===== src/rtl/gpu_kernel_loader.sv =====
`default_nettype none
// +----------------------------------------------------------------------------+
// | gpu_kernel_loader                                                          |
// | Streams a kernel into inst_mem, launches gpu_core, drains, reports cycles. |
// | Revision: 1.0                                                              |
// +----------------------------------------------------------------------------+
module gpu_kernel_loader #(
    parameter int IMEM_DEPTH   = 128,
    parameter int IMEM_AW      = 7,
    parameter int DRAIN_CYCLES = 4,
    parameter int MAX_CYCLES   = 1048576
) (
    input  logic               clk,
    input  logic               rst,
    input  logic               load_valid,
    output logic               load_ready,
    input  logic [31:0]        load_data,
    input  logic               load_last,
    input  logic               launch,
    input  logic               clear,
    output logic               imem_we,
    output logic [IMEM_AW-1:0] imem_waddr,
    output logic [31:0]        imem_wdata,
    output logic               core_rst_n,
    input  logic               core_halted,
    output logic               busy,
    output logic               done,
    output logic [IMEM_AW:0]   prog_len,
    output logic [31:0]        cycle_count,
    output logic               err_overflow,
    output logic               err_timeout
);

    typedef enum logic [2:0] {
        S_LOAD  = 3'd0,
        S_READY = 3'd1,
        S_RUN   = 3'd2,
        S_DRAIN = 3'd3,
        S_DONE  = 3'd4
    } state_t;

    localparam int                   c_drain_w    = (DRAIN_CYCLES > 1) ? $clog2(DRAIN_CYCLES) : 1;
    localparam logic [c_drain_w-1:0] c_drain_init = c_drain_w'(DRAIN_CYCLES - 1);
    localparam logic [31:0]          c_max_last   = 32'(MAX_CYCLES - 1);
    localparam logic [IMEM_AW:0]     c_depth      = (IMEM_AW + 1)'(IMEM_DEPTH);

    state_t                 state_q, state_d;
    logic [IMEM_AW:0]       wr_ptr_q, wr_ptr_d;
    logic [31:0]            cycle_count_q, cycle_count_d;
    logic [c_drain_w-1:0]   drain_q, drain_d;
    logic                   ovf_q, ovf_d;
    logic                   tmo_q, tmo_d;
    logic                   core_rst_n_q, core_rst_n_d;

    logic                   w_accept;
    logic                   w_room;

    assign w_accept = (state_q == S_LOAD) && load_valid;
    assign w_room   = (wr_ptr_q < c_depth);

    always_ff @(posedge clk or posedge rst) begin
        if (rst) begin
            state_q       <= S_LOAD;
            wr_ptr_q      <= '0;
            cycle_count_q <= '0;
            drain_q       <= '0;
            ovf_q         <= 1'b0;
            tmo_q         <= 1'b0;
            core_rst_n_q  <= 1'b0;
        end else begin
            state_q       <= state_d;
            wr_ptr_q      <= wr_ptr_d;
            cycle_count_q <= cycle_count_d;
            drain_q       <= drain_d;
            ovf_q         <= ovf_d;
            tmo_q         <= tmo_d;
            core_rst_n_q  <= core_rst_n_d;
        end
    end

    always_comb begin
        state_d       = state_q;
        wr_ptr_d      = wr_ptr_q;
        cycle_count_d = cycle_count_q;
        drain_d       = drain_q;
        ovf_d         = ovf_q;
        tmo_d         = tmo_q;

        case (state_q)
            S_LOAD: begin
                if (w_accept) begin
                    if (w_room) begin
                        wr_ptr_d = wr_ptr_q + 1'b1;
                    end else begin
                        ovf_d = 1'b1;
                    end
                    if (load_last) begin
                        state_d = S_READY;
                    end
                end
            end
            S_READY, S_DONE: begin
                // launch outranks clear when both pulse together
                if (launch) begin
                    state_d       = S_RUN;
                    cycle_count_d = '0;
                    tmo_d         = 1'b0;
                end else if (clear) begin
                    state_d  = S_LOAD;
                    wr_ptr_d = '0;
                    ovf_d    = 1'b0;
                    tmo_d    = 1'b0;
                end
            end
            S_RUN: begin
                // the halt edge is itself a counted RUN cycle; the timeout edge is not
                if (core_halted) begin
                    cycle_count_d = cycle_count_q + 32'd1;
                    drain_d       = c_drain_init;
                    state_d       = S_DRAIN;
                end else if (cycle_count_q == c_max_last) begin
                    tmo_d   = 1'b1;
                    state_d = S_DONE;
                end else begin
                    cycle_count_d = cycle_count_q + 32'd1;
                end
            end
            S_DRAIN: begin
                if (drain_q == '0) begin
                    state_d = S_DONE;
                end else begin
                    drain_d = drain_q - 1'b1;
                end
            end
            default: begin
                state_d = S_LOAD;
            end
        endcase

        core_rst_n_d = (state_d == S_RUN) || (state_d == S_DRAIN);
    end

    assign load_ready   = (state_q == S_LOAD);
    assign imem_we      = w_accept && w_room;
    assign imem_waddr   = wr_ptr_q[IMEM_AW-1:0];
    assign imem_wdata   = load_data;
    assign core_rst_n   = core_rst_n_q;
    assign busy         = (state_q == S_RUN) || (state_q == S_DRAIN);
    assign done         = (state_q == S_DONE);
    assign prog_len     = wr_ptr_q;
    assign cycle_count  = cycle_count_q;
    assign err_overflow = ovf_q;
    assign err_timeout  = tmo_q;

endmodule
`default_nettype wire


===== config.mk =====
export PLATFORM = sky130hd
export DESIGN_NAME = gpu_kernel_loader
export DESIGN_NICKNAME = d
export VERILOG_FILES = /design/src/rtl/gpu_kernel_loader.sv
export SDC_FILE = /design/constraint.sdc
export NUM_CORES = 1
export LEC_CHECK = 0
export CAP_MARGIN = 0
export CORE_MARGIN = 2
export CORE_UTILIZATION = 47
export CTS_CLUSTER_DIAMETER = 80
export CTS_CLUSTER_SIZE = 16
export DETAILED_ROUTE_END_ITERATION = 16
export PLACE_DENSITY = 0.87
export SLEW_MARGIN = 20
export SYNTH_ARGS = -nofsm -noshare
export SYNTH_HDL_FRONTEND = slang
export SYNTH_SLANG_ARGS = --single-unit

===== constraint.sdc =====
create_clock -name clk -period 6.9 [get_ports clk]
set_clock_uncertainty 0.1 [all_clocks]
set_input_delay 1.38 -clock clk [delete_from_list [all_inputs] [get_ports clk]]
set_output_delay 1.38 -clock clk [all_outputs]
set_load 0.05 [all_outputs]

==> impl_metrics.tcl <==
set metrics [dict create \
    grt_max_degree 49 \
    dp.cells 418 \
    drt-initial-drc-count 206 \
    drv_slew 0 \
    io_buffers 60 \
    synth_area_leader_cell "dfrtp_1" \
    die_w_um 83.6 \
    area_growth_syn_to_layout_pct 14.8 \
    cp-end-kind "output port" \
    ir_worst_vdd_uv 244 \
    synth_common_cells "dfrtp_1 (48), buf_4 (39), nand2_1 (30), o21ai_0 (28), a21oi_1 (22)" \
    critPathMostFrequentCell "clkdlybuf4s50_1" \
    whs_ns 0.404 \
    grt_pass1_vias 2472 \
    row_count 28 \
    drc 0 \
    power_density_nw_per_um2 315 \
    yosys_warnings 0 \
    post-cts-setup-buffers 0 \
    synth_area_um2 2980 \
    hold_viol 0 \
    io_pins 125 \
    fin_crit_sh 0.662 \
    clkPwrFrac 0.170 \
    yosysUniqueCellTypes 52 \
    clk_latency_ns 0.31 \
    p_seq_frac 0.365 \
    crit_arrival_ns 3.09 \
    cts.reportedPaths.clkPinSlew_ns 0.08 \
    worstSetupStartpointType "input port" \
    synth-seq-cells 48 \
    tritoncts "yes" \
    p_sw_uw 502 \
    synth.net_count 374 \
    fin_crit_ns 4.57 \
    final.fill_count 544 \
    wirelength_mm 6.76 \
    leakage_uw 0.00134 \
    status "finished, final reports clean" \
    clk_path_buf_depth 2 \
    path_class "in2out" \
    maxCapViolCount 0 \
    setup_viol 0 \
    htree_levels 2 \
    regArea_um2 1200 \
    die_area_um2 6990 \
    max_freq_ghz 0.219 \
    synth_ff_type "dfrtp_1" \
    drive_gt1_frac 0.0686 \
    cts_hold_buf 0 \
    coreArea_um2 6030 \
    worstPathCellList "clkdlybuf4s50_1 -> nor2b_1 -> nand2_1 -> inv_1 -> clkdlybuf4s50_1" \
    dieHeight_um 83.6 \
    hp-class "reg2reg" \
    reg2reg_slack_ns 4.18 \
    synth_top_area_frac 0.404 \
    num_vias 2558 \
    drt_pass1_iterations 4 \
    ys_seq_area_frac 0.404 \
    worstPathRequired_ns 5.42 \
    stdcell_count 425 \
    dpl.hpwl_mm 4.72 \
    grt_pass1_wl_mm 11.6 \
    multi_input_area_um2 1380 \
    power_uw 1080 \
    worst_slew_pin_slew_ns 0.836 \
    avgSynthCellArea_um2 8.97 \
    synthArstFlopShare 1.00 \
    syn-instance-count 332 \
    wl_per_cell_um 15.9 \
    fin_util 0.567 \
    crit_path_max_incr_delay_ns 0.81 \
    internal_power_uw 576 \
    start_util 0.494 \
    synth.area.top_cells "dfrtp_1 (40%), buf_4 (9.8%), o21ai_0 (4.7%)" \
    n_antenna_cell 0 \
    yosys.cell_count.top_type "dfrtp_1" \
    via_per_inst 6.02 \
    synth_edf_count 0 \
    cts_buffers 5 \
    crit_fanout 3 \
    grt_use_total 0.198 \
    layout.nets 392 \
    switching_share 0.466 \
    cpMaxStageDelayCell "clkdlybuf4s50_1" \
    postCtsResizedCells 0 \
    globalplace.congestion 0.855 \
    root_buffer "clkbuf_8" \
    slew_headroom 0.438 \
    overflow 0 \
    cts_sinks 48 \
    fin_setup_tns_ns 0 \
    final_antenna_net_count 0 \
    rsz0062_at_grt "no" \
    pwr-share-comb 0.465 \
    antenna_found_initial 0 \
]
==> kinds of logic (layout without fill, tap and decap cells) <==
group	count (synthesis)	after routing	synth area share
simple gates	132	132	0.249
compound gates	80	80	0.171
buf+inv	59	77	0.132
flops	48	48	0.404
xor+xnor	6	6	0.0177
mux	4	4	0.0139
fa+ha+maj	3	3	0.0126
==> through the flow <==
stage	worst slack, ns	area (µm²)
after floorplan	3.17	2980
after global placement	2.38	3320
after detailed placement	2.34	3320
after CTS	2.33	3420
after global routing	2.25	3420
final	2.33	3420
==> power by group through the flow <==
stage	clock network, µW	logic, µW	registers (µW)
2_1_floorplan	0	351	464
3_3_place_gp	0	490	394
3_5_place_dp	0	502	397
4_1_cts	186	502	391
5_1_grt	200	538	404
6_report	183	502	393
==> worst max-delay path, delay by kind of cell <==
kind,cells,cell delay [ns]
buf+inv,3,1.43
simple gates,2,0.29
==> per-layer routing <==
layer,global-route usage,vias up,share of wire
met3,0.0425,18,0.051
li1,-,1222,-
met1,0.264,1243,0.46
met4,0.104,0,0.022
met5,0,-,0
met2,0.301,75,0.47
==> layout by cell type (no fill, tap or decap), types with 2 or more instances in the layout <==
cell              n
a211oi_1          3
a21oi_1          22
and2_1            2
and3_1            7
clkbuf_8          7
clkdlybuf4s50_1  60
dfrtp_1          48
ha_1              3
inv_1             8
mux2i_1           3
nand2_1          30
nand2b_1          2
nand3_1          14
nand4_1          10
nor2_1           21
nor2b_1           3
nor3_1            4
nor4_1            7
o211ai_1          4
o21a_1            2
o21ai_0          28
o311ai_0          4
o31ai_1           6
o41ai_1           3
or2_2             2
or3_1            11
or4_1             4
or4_2             3
or4_4             2
xnor2_1           5
==> final cells by class <==
cell class                      instances  share of cell area
Clock buffer                            7              0.0282
Multi-Input combinational cell        225               0.405
Sequential cell                        48               0.352
Inverter                                9              0.0103
Tap cell                               75              0.0275
Timing Repair Buffer                   61               0.178
==> flip-flops by register name, summed over array words and instances (netlist names) <==
name,count
cycle_count,32
err_timeout,1
drain_q,2
prog_len,8
err_overflow,1
state_q,3
core_rst_n,1
==> final timing paths <==
| check | endpoint | cells after the start | from |
|---|---|---|---|
| worst max-delay path | imem_we | 5 | load_valid |
| worst min-delay path | err_timeout$_DFFE_PP0P_ | 1 | err_timeout$_DFFE_PP0P_ |
| worst max register to register | cycle_count[0]$_DFFE_PP0P_ | 4 | state_q[0]$_DFF_PP0_ |
| worst min register to register | err_timeout$_DFFE_PP0P_ | 1 | err_timeout$_DFFE_PP0P_ |
| max in group asynchronous | err_overflow$_DFFE_PP0P_ | 2 | rst |
| min in group asynchronous | cycle_count[4]$_DFFE_PP0P_ | 2 | rst |
Note: power is estimated with default switching activity, not from simulation.
